File: config.mk
export PLATFORM = sky130hd
export DESIGN_NAME = bus_arbiter_flat
export DESIGN_NICKNAME = d
export VERILOG_FILES = /design/src/rtl/bus_arbiter_if.sv /design/src/rtl/bus_arbiter.sv /design/src/flat_wrapper.sv
export SDC_FILE = /design/constraint.sdc
export NUM_CORES = 1
export LEC_CHECK = 0
export ABC_AREA = 1
export CORE_AREA = 2 2 129 131
export DETAILED_ROUTE_END_ITERATION = 8
export DIE_AREA = 0 0 131 133
export GPL_TIMING_DRIVEN = 0
export SYNTH_ARGS = -nofsm -noshare
export SYNTH_HDL_FRONTEND = slang
export SYNTH_SLANG_ARGS = --single-unit
export TNS_END_PERCENT = 50
File: constraint.sdc
create_clock -name clk -period 5.3 [get_ports clk]
set_input_delay 1.59 -clock clk [delete_from_list [all_inputs] [get_ports clk]]
set_output_delay 1.59 -clock clk [all_outputs]
set_load 0.01 [all_outputs]
File: src/rtl/bus_arbiter_if.sv
// Bundle of request/grant and address-phase signals between the four bus
// masters and the shared-bus arbiter/multiplexer.
interface bus_arbiter_if;
  logic        m0_req_,    m1_req_,    m2_req_,    m3_req_;
  logic [29:0] m0_addr,    m1_addr,    m2_addr,    m3_addr;
  logic        m0_as_,     m1_as_,     m2_as_,     m3_as_;
  logic        m0_rw,      m1_rw,      m2_rw,      m3_rw;
  logic [31:0] m0_wr_data, m1_wr_data, m2_wr_data, m3_wr_data;
  logic        m0_grnt_,   m1_grnt_,   m2_grnt_,   m3_grnt_;
  logic [29:0] s_addr;
  logic        s_as_;
  logic        s_rw;
  logic [31:0] s_wr_data;

  // Master side: drives requests and address phase, receives grants and
  // observes the shared bus.
  modport master (
    output m0_req_, m1_req_, m2_req_, m3_req_,
    output m0_addr, m1_addr, m2_addr, m3_addr,
    output m0_as_, m1_as_, m2_as_, m3_as_,
    output m0_rw, m1_rw, m2_rw, m3_rw,
    output m0_wr_data, m1_wr_data, m2_wr_data, m3_wr_data,
    input  m0_grnt_, m1_grnt_, m2_grnt_, m3_grnt_,
    input  s_addr, s_as_, s_rw, s_wr_data
  );

  // Arbiter side: consumes requests and address phase, drives grants and
  // the shared bus.
  modport slave (
    input  m0_req_, m1_req_, m2_req_, m3_req_,
    input  m0_addr, m1_addr, m2_addr, m3_addr,
    input  m0_as_, m1_as_, m2_as_, m3_as_,
    input  m0_rw, m1_rw, m2_rw, m3_rw,
    input  m0_wr_data, m1_wr_data, m2_wr_data, m3_wr_data,
    output m0_grnt_, m1_grnt_, m2_grnt_, m3_grnt_,
    output s_addr, s_as_, s_rw, s_wr_data
  );
endinterface

File: src/rtl/bus_arbiter.sv
// Four-master round-robin bus arbiter with grant parking on the last owner,
// plus the owner-selected address-phase multiplexer onto the shared bus.
module bus_arbiter (
  input  logic          clk,
  input  logic          reset,
  bus_arbiter_if.slave  bus
);

  typedef enum logic [1:0] {
    OWN_M0 = 2'd0,
    OWN_M1 = 2'd1,
    OWN_M2 = 2'd2,
    OWN_M3 = 2'd3
  } owner_t;

  owner_t      r_owner;
  logic [3:0]  r_grnt_;

  owner_t      w_owner_next;
  logic [3:0]  w_grnt_next_;
  logic [3:0]  w_req;
  logic [1:0]  w_cand;
  logic        w_found;

  assign w_req = ~{bus.m3_req_, bus.m2_req_, bus.m1_req_, bus.m0_req_};

  // Next owner: hold while the owner requests or nobody else does; otherwise
  // take the first requester after the owner in rotating order.
  always_comb begin
    w_owner_next = r_owner;
    w_cand       = '0;
    w_found      = 1'b0;
    if (!w_req[r_owner]) begin
      for (int unsigned i = 1; i < 4; i++) begin
        w_cand = r_owner + 2'(i);
        if (!w_found && w_req[w_cand]) begin
          w_found      = 1'b1;
          w_owner_next = owner_t'(w_cand);
        end
      end
    end
  end

  // Active-low one-hot decode of the next owner, registered below.
  always_comb begin
    w_grnt_next_ = '1;
    case (w_owner_next)
      OWN_M0:  w_grnt_next_ = 4'b1110;
      OWN_M1:  w_grnt_next_ = 4'b1101;
      OWN_M2:  w_grnt_next_ = 4'b1011;
      default: w_grnt_next_ = 4'b0111;
    endcase
  end

  // Ownership state and registered grants; reset parks the bus on m0.
  always_ff @(posedge clk or negedge reset) begin
    if (!reset) begin
      r_owner <= OWN_M0;
      r_grnt_ <= 4'b1110;
    end else begin
      r_owner <= w_owner_next;
      r_grnt_ <= w_grnt_next_;
    end
  end

  assign bus.m0_grnt_ = r_grnt_[0];
  assign bus.m1_grnt_ = r_grnt_[1];
  assign bus.m2_grnt_ = r_grnt_[2];
  assign bus.m3_grnt_ = r_grnt_[3];

  // Route the owner's address phase onto the shared bus; non-owners are ignored.
  always_comb begin
    bus.s_addr    = bus.m0_addr;
    bus.s_as_     = bus.m0_as_;
    bus.s_rw      = bus.m0_rw;
    bus.s_wr_data = bus.m0_wr_data;
    case (r_owner)
      OWN_M1: begin
        bus.s_addr    = bus.m1_addr;
        bus.s_as_     = bus.m1_as_;
        bus.s_rw      = bus.m1_rw;
        bus.s_wr_data = bus.m1_wr_data;
      end
      OWN_M2: begin
        bus.s_addr    = bus.m2_addr;
        bus.s_as_     = bus.m2_as_;
        bus.s_rw      = bus.m2_rw;
        bus.s_wr_data = bus.m2_wr_data;
      end
      OWN_M3: begin
        bus.s_addr    = bus.m3_addr;
        bus.s_as_     = bus.m3_as_;
        bus.s_rw      = bus.m3_rw;
        bus.s_wr_data = bus.m3_wr_data;
      end
      default: ;
    endcase
  end

endmodule
File: src/flat_wrapper.sv
// flat-port wrapper written by rule: the top's interface ports become plain ports
module bus_arbiter_flat 
  (clk, reset, bus_m0_req_, bus_m1_req_, bus_m2_req_, bus_m3_req_, bus_m0_addr, bus_m1_addr, bus_m2_addr, bus_m3_addr, bus_m0_as_, bus_m1_as_, bus_m2_as_, bus_m3_as_, bus_m0_rw, bus_m1_rw, bus_m2_rw, bus_m3_rw, bus_m0_wr_data, bus_m1_wr_data, bus_m2_wr_data, bus_m3_wr_data, bus_m0_grnt_, bus_m1_grnt_, bus_m2_grnt_, bus_m3_grnt_, bus_s_addr, bus_s_as_, bus_s_rw, bus_s_wr_data);
  bus_arbiter_if bus_i ();
  input  logic clk;
  input  logic reset;
  input wire logic [$bits(bus_i.m0_req_)-1:0] bus_m0_req_;
  input wire logic [$bits(bus_i.m1_req_)-1:0] bus_m1_req_;
  input wire logic [$bits(bus_i.m2_req_)-1:0] bus_m2_req_;
  input wire logic [$bits(bus_i.m3_req_)-1:0] bus_m3_req_;
  input wire logic [$bits(bus_i.m0_addr)-1:0] bus_m0_addr;
  input wire logic [$bits(bus_i.m1_addr)-1:0] bus_m1_addr;
  input wire logic [$bits(bus_i.m2_addr)-1:0] bus_m2_addr;
  input wire logic [$bits(bus_i.m3_addr)-1:0] bus_m3_addr;
  input wire logic [$bits(bus_i.m0_as_)-1:0] bus_m0_as_;
  input wire logic [$bits(bus_i.m1_as_)-1:0] bus_m1_as_;
  input wire logic [$bits(bus_i.m2_as_)-1:0] bus_m2_as_;
  input wire logic [$bits(bus_i.m3_as_)-1:0] bus_m3_as_;
  input wire logic [$bits(bus_i.m0_rw)-1:0] bus_m0_rw;
  input wire logic [$bits(bus_i.m1_rw)-1:0] bus_m1_rw;
  input wire logic [$bits(bus_i.m2_rw)-1:0] bus_m2_rw;
  input wire logic [$bits(bus_i.m3_rw)-1:0] bus_m3_rw;
  input wire logic [$bits(bus_i.m0_wr_data)-1:0] bus_m0_wr_data;
  input wire logic [$bits(bus_i.m1_wr_data)-1:0] bus_m1_wr_data;
  input wire logic [$bits(bus_i.m2_wr_data)-1:0] bus_m2_wr_data;
  input wire logic [$bits(bus_i.m3_wr_data)-1:0] bus_m3_wr_data;
  output wire logic [$bits(bus_i.m0_grnt_)-1:0] bus_m0_grnt_;
  output wire logic [$bits(bus_i.m1_grnt_)-1:0] bus_m1_grnt_;
  output wire logic [$bits(bus_i.m2_grnt_)-1:0] bus_m2_grnt_;
  output wire logic [$bits(bus_i.m3_grnt_)-1:0] bus_m3_grnt_;
  output wire logic [$bits(bus_i.s_addr)-1:0] bus_s_addr;
  output wire logic [$bits(bus_i.s_as_)-1:0] bus_s_as_;
  output wire logic [$bits(bus_i.s_rw)-1:0] bus_s_rw;
  output wire logic [$bits(bus_i.s_wr_data)-1:0] bus_s_wr_data;
  assign bus_i.m0_req_ = bus_m0_req_;
  assign bus_i.m1_req_ = bus_m1_req_;
  assign bus_i.m2_req_ = bus_m2_req_;
  assign bus_i.m3_req_ = bus_m3_req_;
  assign bus_i.m0_addr = bus_m0_addr;
  assign bus_i.m1_addr = bus_m1_addr;
  assign bus_i.m2_addr = bus_m2_addr;
  assign bus_i.m3_addr = bus_m3_addr;
  assign bus_i.m0_as_ = bus_m0_as_;
  assign bus_i.m1_as_ = bus_m1_as_;
  assign bus_i.m2_as_ = bus_m2_as_;
  assign bus_i.m3_as_ = bus_m3_as_;
  assign bus_i.m0_rw = bus_m0_rw;
  assign bus_i.m1_rw = bus_m1_rw;
  assign bus_i.m2_rw = bus_m2_rw;
  assign bus_i.m3_rw = bus_m3_rw;
  assign bus_i.m0_wr_data = bus_m0_wr_data;
  assign bus_i.m1_wr_data = bus_m1_wr_data;
  assign bus_i.m2_wr_data = bus_m2_wr_data;
  assign bus_i.m3_wr_data = bus_m3_wr_data;
  assign bus_m0_grnt_ = bus_i.m0_grnt_;
  assign bus_m1_grnt_ = bus_i.m1_grnt_;
  assign bus_m2_grnt_ = bus_i.m2_grnt_;
  assign bus_m3_grnt_ = bus_i.m3_grnt_;
  assign bus_s_addr = bus_i.s_addr;
  assign bus_s_as_ = bus_i.s_as_;
  assign bus_s_rw = bus_i.s_rw;
  assign bus_s_wr_data = bus_i.s_wr_data;
  bus_arbiter u_core (.clk(clk), .reset(reset), .bus(bus_i));
endmodule
==> out/qor.yml, run 1 <==
global_routing:
  grt_pass1_vias: 3954
  grt_overflow: 0
  grt_usage_pct: 15.8
  grt_max_degree: 11
  antenna_found_initial: 0
  grt_pass1_wl_um: 21400
clock_tree:
  cts.repair.resized: 0
  cts_setup_buffers: 0
  clockBufferDepth: 2
  cts_htree_levels: 1
  clock_sinks: 6
  clkTransAtPathRegs_ns: 0.04
  cts_tree: "done"
  cts_inserted_buffers: 3
  worstSkewPairLatency_ns: 0.23
  cts_hold_buffers: 0
  root_buffer: "clkbuf_16"
cells_and_area:
  antenna_cells: 0
  nNetsFinal: 955
  fillers: 1767
  syn_to_final_growth_pct: 177
  drive_above_1_share_pct: 5.81
detailed_routing:
  first_pass_iters: 6
  viasPerCell: 4.35
  vias: 3952
  antenna_left: 0
  drc_errors: 0
  drt_first_iter_violations: 194
  totalWireLength_um: 15000
  wl_per_cell_um: 16.5
pwr:
  ir_worst_vdd_v: 0.000227
  power_density_nw_per_um2: 480
  power_leakage_nw: 2.21
synth:
  yosysSeqAreaShare_pct: 7.47
  yosysTopAreaCellShare_pct: 27.2
  synthCells: 355
  synth_area_leaders: "a22o_1, nand2_1, a21oi_1"
  synthArstFlopShare_pct: 100
  ys_types: 16
  synth_commonest_cells: "nand2_1, a21oi_1, a22o_1, o21ai_0, buf_2"
  syn-num-nets: 621
  ys_warn_count: 0
  avgSynthCellArea_um2: 5.80
  synth-edff-count: 0
  yosysMostFrequentCell: "nand2_1"
  mappedNetlistArea_um2: 2060
  synthFlopType: "dfstp_2"
  yosys_register_bits: 6
  yosys.area.top_type: "a22o_1"
timing:
  relSlewSlack_pct: 54.3
  period_share_pct: 88.9
  setup_viol: 0
  fin_crit_ns: 4.71
  fmax_ghz: 0.212
  setup_tns_ns: 0
  rsz0062_at_grt: "false"
  finClkSkew_ns: 0.00423
  finalHoldViolCount: 0
  worst_slew_pin_slew_ns: 0.686
  layout_setup_ws_ns: 0.587
  report.final.slew_viol_count: 0
setup_path:
  cp-startpoint: "bus_m3_addr[13]"
  arrival_ns: 3.12
  end_kind: "output pin"
  worstPathRequired_ns: 3.71
  critPathMaxFanout: 1
  timing.rr.start: "u_core.r_owner[0]"
  critPathLaunchType: "primary input"
  path_class: "primary input to output pin"
placement:
  portBuffers: 329
  gp_congestion: 0.805
  place_hpwl_um: 12200
  dp_slack_ns: 0.654
die:
  ios: 330
  initial_core_util_pct: 12.7
  die_w_um: 131
  dieHeight_um: 133
  die_area_um2: 17400
  core_um2: 16200
  core.rowCount: 47
run_status:
  outcome: "complete, no violations"
run:
  max-cap-violations: 0
min_path:
  hold_path_class: "flop to flop"
  hp-start: "u_core.r_owner[1]"
==> cell usage in the layout (no fill, tap or decap), types with 6 or more instances in the layout <==
cell type and instances:
nand3_1 7, inv_1 6, a22o_1 64, o21ai_0 64
clkbuf_1 16, clkdlybuf4s50_1 329, buf_2 20, nand2_2 7
a21oi_1 64, nand2_1 89
==> logic make-up (layout without fill, tap and decap cells) <==
| family | after synthesis | after routing | synth area share (%) |
|---|---|---|---|
| buffers and inverters | 44 | 377 | 9.23 |
| AO/OA/AOI/OAI | 193 | 193 | 58.6 |
| AND/OR/NAND/NOR | 108 | 108 | 22.3 |
| adder cells (fa/ha/maj) | 4 | 4 | 2.43 |
| flip-flops | 6 | 6 | 7.47 |
==> through the flow <==
stage | util (%) | std cells | power, mW | hold WS [ns] | instance area (um2)
2_1_floorplan | - | 355 | 1.32 | 0.627 | 2060
3_3_place_gp | 34.8 | 904 | 2.63 | 0.713 | 5630
3_5_place_dp | 34.8 | 904 | 2.63 | 0.709 | 5630
4_1_cts | 35.3 | 908 | 2.77 | 0.718 | 5710
5_1_grt | 35.3 | 908 | 3.00 | 0.769 | 5710
6_report | 35.3 | 908 | 2.74 | 0.709 | 5710
==> cell type report <==
| class | instances | area, um2 | area share, % |
|---|---|---|---|
| Buffer | 35 | 156 | 2.74 |
| Multi-Input combinational cell | 305 | 1720 | 30.1 |
| Inverter | 9 | 33.8 | 0.592 |
| Timing Repair Buffer | 329 | 3290 | 57.7 |
| Tap cell | 220 | 275 | 4.82 |
| Sequential cell | 6 | 154 | 2.70 |
| Clock buffer | 4 | 78.8 | 1.38 |
==> final timing paths <==
kind / end / slack, ns / cells after the start
max: bus_s_addr[13] / 0.59 / 5
min: u_core.r_grnt_[1] / 0.71 / 2
max reg2reg: u_core.r_grnt_[0] / 3.52 / 11
min reg2reg: u_core.r_grnt_[1] / 0.71 / 2
max in group asynchronous: u_core.r_grnt_[2] / 3.42 / 1
min in group asynchronous: u_core.r_owner[1] / 1.61 / 1
==> critical path, cell delays in order <==
cell and delay [ns]:
clkdlybuf4s50_1 0.48, a22o_1 0.14, a21oi_1 0.04, o21ai_0 0.27, clkdlybuf4s50_1 0.60
==> power breakdown <==
| part | total, mW | switching (mW) | internal, mW |
|---|---|---|---|
| logic | 2.51 | 1.27 | 1.24 |
| clock network | 0.125 | 0.0253 | 0.0998 |
| registers | 0.0986 | 0.0230 | 0.0756 |
| total | 2.74 | 1.32 | 1.42 |
==> registers in the layout, summed over array words and instances, names as in the netlist <==
| signal | count |
|---|---|
| u_core.r_owner | 2 |
| u_core.r_grnt_ | 4 |
==> metal layers <==
metal	vias up	GRT usage, %	share of wire (%)
li1	1965	-	-
met1	1773	19.0	41
met2	190	28.7	50
met3	24	2.47	7.6
met4	0	4.02	2.1
met5	-	0	0
Note: power is estimated with default switching activity, not from simulation.
==> run 2: changes to the inputs <==
--- a/config.mk
+++ b/config.mk
@@ -10,6 +10,7 @@
 export DETAILED_ROUTE_END_ITERATION = 8
 export DIE_AREA = 0 0 131 133
 export GPL_TIMING_DRIVEN = 0
+export SLEW_MARGIN = 20
 export SYNTH_ARGS = -nofsm -noshare
 export SYNTH_HDL_FRONTEND = slang
 export SYNTH_SLANG_ARGS = --single-unit
==> results of run 2 <==
Same layout as run 1: the final DEF is identical, and so are final timing and power.
